`config.mk`:
```
export PLATFORM = sky130hd
export DESIGN_NAME = matvec_mac_seq
export DESIGN_NICKNAME = d
export VERILOG_FILES = /design/src/rtl/matvec_mac_seq.sv
export SDC_FILE = /design/constraint.sdc
export NUM_CORES = 1
export LEC_CHECK = 0
export BUFFER_PORTS_ARGS = -buffer_cell sky130_fd_sc_hd__buf_2
export CAP_MARGIN = 20
export CORE_MARGIN = 1.5
export CORE_UTILIZATION = 25
export DETAILED_ROUTE_END_ITERATION = 12
export PLACE_DENSITY = 0.5
export SYNTH_ARGS = -nofsm -noshare
export SYNTH_HDL_FRONTEND = slang
export SYNTH_SLANG_ARGS = --single-unit
```
`constraint.sdc`:
```
create_clock -name clk_in -period 2.53 [get_ports clk_in]
set_input_delay 0.253 -clock clk_in [delete_from_list [all_inputs] [get_ports clk_in]]
set_output_delay 0.253 -clock clk_in [all_outputs]
set_load 0.03 [all_outputs]
```
`src/rtl/matvec_mac_seq.sv`:
```
// Purpose: matrix-vector sequencer; dot-products one FIFO-resident int8 vector against NumRows streamed weight rows.
// Latency: row result valid one cycle after its last weight beat; B+1 cycles per row with res_ready held high.
// Backpressure: weight beats wait on wt_valid; a pending result holds (stable) until res_ready, stalling the next row.
//
// Ports:
//   clk_in, rst_in_n        clock, asynchronous active-low reset
//   start, vec_ready        job start pulse (honoured only in IDLE); vector-present flag (sampled in WAIT_VEC)
//   fifo_rd_en/_wrap_rd     FIFO read-pointer advance / rewind-to-zero strobes
//   fifo_rd_data            FIFO read data, combinational from the FIFO
//   wt_valid/_ready/_data   int8 weight stream, byte i pairs with fifo_rd_data[i]
//   res_valid/_ready/_data  signed dot-product result handshake
//   busy, done              not-IDLE flag; one-cycle pulse after the final result is accepted
// Build option: define MATVEC_RELU_EN to clamp negative results to zero at the output.
module matvec_mac_seq #(
    parameter int VecElements  = 16,
    parameter int BytesPerRead = 4,
    parameter int NumRows      = 8,
    parameter int AccWidth     = 24
) (
    input  logic                         clk_in,
    input  logic                         rst_in_n,
    input  logic                         start,
    input  logic                         vec_ready,
    output logic                         fifo_rd_en,
    output logic                         fifo_wrap_rd,
    input  logic [BytesPerRead-1:0][7:0] fifo_rd_data,
    input  logic                         wt_valid,
    output logic                         wt_ready,
    input  logic [BytesPerRead-1:0][7:0] wt_data,
    output logic                         res_valid,
    input  logic                         res_ready,
    output logic signed [AccWidth-1:0]   res_data,
    output logic                         busy,
    output logic                         done
);

    localparam int Beats = VecElements / BytesPerRead;
    localparam int BeatW = (Beats > 1) ? $clog2(Beats) : 1;
    localparam int RowW  = (NumRows > 1) ? $clog2(NumRows) : 1;
    localparam logic [BeatW-1:0] LastBeat = BeatW'(Beats - 1);
    localparam logic [RowW-1:0]  LastRow  = RowW'(NumRows - 1);

    typedef enum logic [1:0] {
        S_IDLE,
        S_WAIT_VEC,
        S_MAC,
        S_EMIT
    } state_t;

    state_t                     r_state;
    state_t                     w_next;
    logic [BeatW-1:0]           r_beat_cnt;
    logic [RowW-1:0]            r_row_cnt;
    logic signed [AccWidth-1:0] r_acc;
    logic                       r_done;

    logic                       w_fire;
    logic                       w_accept;
    logic                       w_last_beat;
    logic                       w_last_row;
    logic signed [15:0]         w_prod [BytesPerRead];
    logic signed [AccWidth-1:0] w_sum;

    assign w_last_beat = (r_beat_cnt == LastBeat);
    assign w_last_row  = (r_row_cnt == LastRow);

    // One beat's partial dot product: 16-bit signed products, sign-extended before summing.
    always_comb begin
        w_sum = '0;
        for (int i = 0; i < BytesPerRead; i++) begin
            w_prod[i] = 16'($signed(fifo_rd_data[i])) * 16'($signed(wt_data[i]));
            w_sum     = w_sum + {{(AccWidth-16){w_prod[i][15]}}, w_prod[i]};
        end
    end

    always_ff @(posedge clk_in or negedge rst_in_n) begin
        if (!rst_in_n) begin
            r_state <= S_IDLE;
        end else begin
            r_state <= w_next;
        end
    end

    // The last beat rewinds instead of advancing, so the pointer sits at 0 for the
    // next row (and the next job) without a separate rewind cycle.
    always_comb begin
        w_next       = r_state;
        wt_ready     = 1'b0;
        fifo_rd_en   = 1'b0;
        fifo_wrap_rd = 1'b0;
        res_valid    = 1'b0;
        busy         = 1'b1;
        w_fire       = 1'b0;
        w_accept     = 1'b0;
        unique case (r_state)
            S_IDLE: begin
                busy = 1'b0;
                if (start) w_next = S_WAIT_VEC;
            end
            S_WAIT_VEC: begin
                if (vec_ready) w_next = S_MAC;
            end
            S_MAC: begin
                wt_ready = 1'b1;
                if (wt_valid) begin
                    w_fire = 1'b1;
                    if (w_last_beat) begin
                        fifo_wrap_rd = 1'b1;
                        w_next       = S_EMIT;
                    end else begin
                        fifo_rd_en = 1'b1;
                    end
                end
            end
            S_EMIT: begin
                res_valid = 1'b1;
                if (res_ready) begin
                    w_accept = 1'b1;
                    w_next   = w_last_row ? S_IDLE : S_MAC;
                end
            end
            default: w_next = S_IDLE;
        endcase
    end

    always_ff @(posedge clk_in or negedge rst_in_n) begin
        if (!rst_in_n) begin
            r_acc      <= '0;
            r_beat_cnt <= '0;
            r_row_cnt  <= '0;
            r_done     <= 1'b0;
        end else begin
            r_done <= w_accept && w_last_row;
            if (w_fire) begin
                // Beat 0 overwrites the accumulator, so no clear cycle between rows.
                r_acc      <= (r_beat_cnt == '0) ? w_sum : r_acc + w_sum;
                r_beat_cnt <= w_last_beat ? '0 : r_beat_cnt + BeatW'(1);
            end
            if (w_accept) begin
                r_row_cnt <= w_last_row ? '0 : r_row_cnt + RowW'(1);
            end
        end
    end

`ifdef MATVEC_RELU_EN
    assign res_data = r_acc[AccWidth-1] ? '0 : r_acc;
`else
    assign res_data = r_acc;
`endif

    assign done = r_done;

endmodule

```
==> metrics.md <==
| Metric | Value |
|---|---|
| RSZ-0062 raised after global routing | `true` |
| HP Class | `in -> async` |
| Syn Inst Count | `around 1,400` |
| Cell row count | `85` |
| CP arrival | `approximately 8000 ps` |
| Layout area overhead | `37.90%` |
| Worst path bufs/invs | `4` |
| CP top delay family | `adder cells` |
| M1 GR Usage | `0.1711` |
| Ys flop type | `dfrtp_1` |
| Root Driver | `clkbuf_16` |
| Initial Util | `0.2544` |
| Synthesized flop and latch total | `32` |
| CORE AREA | `~54,000 um^2` |
| CP Launch Type | `primary input` |
| Clk sinks | `32` |
| Number of port buffers | `slightly below 100` |
| Syn_nets | `roughly 2,000` |
| Cell taking the most area after synthesis | `fa_1` |
| Synth async-reset ratio | `1.000` |
| Tcrit/Tclk final | `3.107` |
| Met2 usage | `0.2511` |
| Top-area cell type share of the netlist area | `0.4764` |
| Nets | `approximately 2,300` |
| Finished Layout Cells | `approximately 2,500` |
| Unique masters post-synth | `54` |
| WL/cell | `about 15 um` |
| Setup crit end kind | `register` |
| Clk Latency, worst-skew pair | `between 200 and 300 ps` |
| Critical-path top delay cell | `fa_1` |
| Fin. Hold Viols | `0` |
| Final worst path period need | `roughly 8000 ps` |
| Total Routing Usage GR | `0.1354` |
| Final setup viols | `23` |
| Most frequent CP cell | `fa_1` |
| Critical Path RT | `between 2000 and 3000 ps` |
| FF-to-FF path depth | `11` |
| R2r setup slk | `-540 ps` |
| Worst r2r src | `res_data[0]` |
| Pin count of the biggest net entering global routing | `33` |
| Full die area | `about 56,000 um^2` |
| H-tree depth | `2` |
| Remaining antenna violation count | `0` |
| Number of flops mapped to enable cells by yosys | `0` |
| # DRC | `0` |
| Sequential share of the synthesized area | `0.05827` |
| Slowest stage delay, CP | `600 ps` |
| Most frequent cells in the layout | `341 x inv_1, 301 x fa_1, 225 x buf_4, 112 x nand2_1, 106 x and2_1` |
| Vias | `10,503` |
| Initial antenna violation count | `4` |
| I/O pin count | `100` |
| Max-Cap Viols | `0` |
| Layout cell share with drive strength beyond 1 | `0.3473` |
| Status | `finished with violations` |
| Failing checks | `setup timing` |
| Vias per cell | `about 4.2` |
| Kind of critical path | `in -> reg` |
| Fmax | `approximately 0.13 GHz` |
| 1st-pass router iterations | `5` |
| Worst clock skew | `around 6 ps` |
| FILL cells | `~5,400` |
| First-pass GRT wire length | `60,800 um` |
| Vias in the first global route | `between 10,000 and 15,000` |
| Die X | `237.5 um` |
| Final instance area | `roughly 19,000 um^2` |
| TritonCTS Buffers | `5` |
| Final wirelength | `between 30,000 and 40,000 um` |
| R2r endpoint | `res_data[22]` |
| Dpl hpwl | `between 30,000 and 40,000 um` |
| Worst-Margin Slew | `795.4 ps` |
| Syn Area/Cell | `about 9.5 um^2` |
| DRT iter0 DRCs | `337` |
| Top fanout value on the critical path | `4` |
| Clock Pin Slew Worst Setup and Hold Paths | `~60 ps` |
| Met3 usage | `0.01707` |
| Post-placement cell area | `17,020 um^2` |
| Max_slew headroom | `0.4697` |
| Clock Tree Buf Depth | `2` |
| Synth top area cells | `fa_1 48%, ha_1 12%, inv_1 10%, and2_1 6.4%, dfrtp_1 5.8%` |
| Max-slew violations | `0` |
| Final WS setup | `-5331 ps` |
| GRT Residual Overflow | `0` |
| Routability congestion estimate | `slightly below 0.9` |
| Placed cell count | `2,433` |
| Mapped cell area | `approximately 14,000 um^2` |
| Top Usage Layer GRT | `met2` |
| TritonCTS clock tree | `done` |
| Yosys Warn Count | `0` |
| Commonest non-fill, non-tap cell in the layout | `inv_1` |
| Die H | `between 200 and 250 um` |
[flip-flops by register name (all words and copies together) (netlist names)]
register	count
done	1
r_beat_cnt	2
r_row_cnt	3
r_state	2
res_data	24
[Yosys cell counts (3+ instances only)]
cell      instances
nand4_1           3
a21oi_1          52
inv_1           381
a21o_2            3
o211ai_1          3
fa_1            327
mux2i_1           6
and3_1            5
xnor2_1          30
nand2_1         123
o21bai_1          3
nor2_1           37
o21ai_2           3
mux2_2            4
nand2b_1         15
dfrtp_1          32
nor3_1           10
ha_1            129
o21a_1            4
clkbuf_1          8
nor2b_1          14
o21ai_0          30
and2_1          140
or2_2             3
a211oi_2          3
clkbuf_8          3
a21o_1           12
xor2_1           15
nand3_1           7
a31oi_1           5
[layout make-up]
cell class | count | area, um^2 | area share
Tap cell | 696 | 870.8 | 0.04595
Antenna cell | 2 | 5.005 | 0.0002641
Clock buffer | 5 | 125.1 | 0.006602
Timing Repair Buffer | 353 | 2864 | 0.1511
Multi-Input combinational cell | 1013 | 12800 | 0.6756
Clock inverter | 3 | 46.29 | 0.002443
Sequential cell | 32 | 800.8 | 0.04226
Inverter | 382 | 1436 | 0.07580
[what timing repair did]
action,in CTS,in global routing
pin swaps,137,141
endpoints found under the hold margin,0,0
setup buffers,24,24
gates resized for setup,210,150
hold buffers,0,0
endpoints found under the setup margin,23,23
[metrics by stage]
stage | utilization | hold WS (ps) | worst slack [ps] | TNS [ps]
2_1_floorplan | - | -42.59 | -5126 | -89260
3_3_place_gp | 0.3149 | 387.6 | -5682 | -104710
3_5_place_dp | 0.3149 | 385.0 | -5726 | -105920
4_1_cts | 0.3370 | 79.11 | -5226 | -96400
5_1_grt | 0.3507 | 125.0 | -5589 | -101820
6_report | 0.3508 | 51.00 | -5331 | -96710
[worst max path at each step]
stage,startpoint,end,slack (ps),cells after the start
finish,wt_data[2],res_data[22],-5330,31
global route,wt_data[2],res_data[23],-5590,31
CTS,wt_data[2],res_data[22],-5230,29
detailed placement,wt_data[24],res_data[22],-5730,28
global placement,fifo_rd_data[4],res_data[22],-5680,30
floorplan,wt_data[4],res_data[22],-5130,28
[logic make-up after synthesis]
group	count (synthesis)	share of synthesized area
DFF	32	0.05827
and+or+nand+nor	364	0.1357
AOI/OAI and AO/OA	137	0.06346
muxes	10	0.007648
adders and majority gates	456	0.5938
buffers and inverters	396	0.1113
xor gates and xnor gates	46	0.02986
[per-layer routing]
layer / routed length (um) / part of all wire
met5: 34 / 0.00091
met4: 490 / 0.013
met3: 1044 / 0.028
met2: 20150 / 0.54
met1: 15750 / 0.42
Power is left out: the tool's default activity adds up to more than one toggle a clock period on the data nets, which glitch-free logic cannot reach.
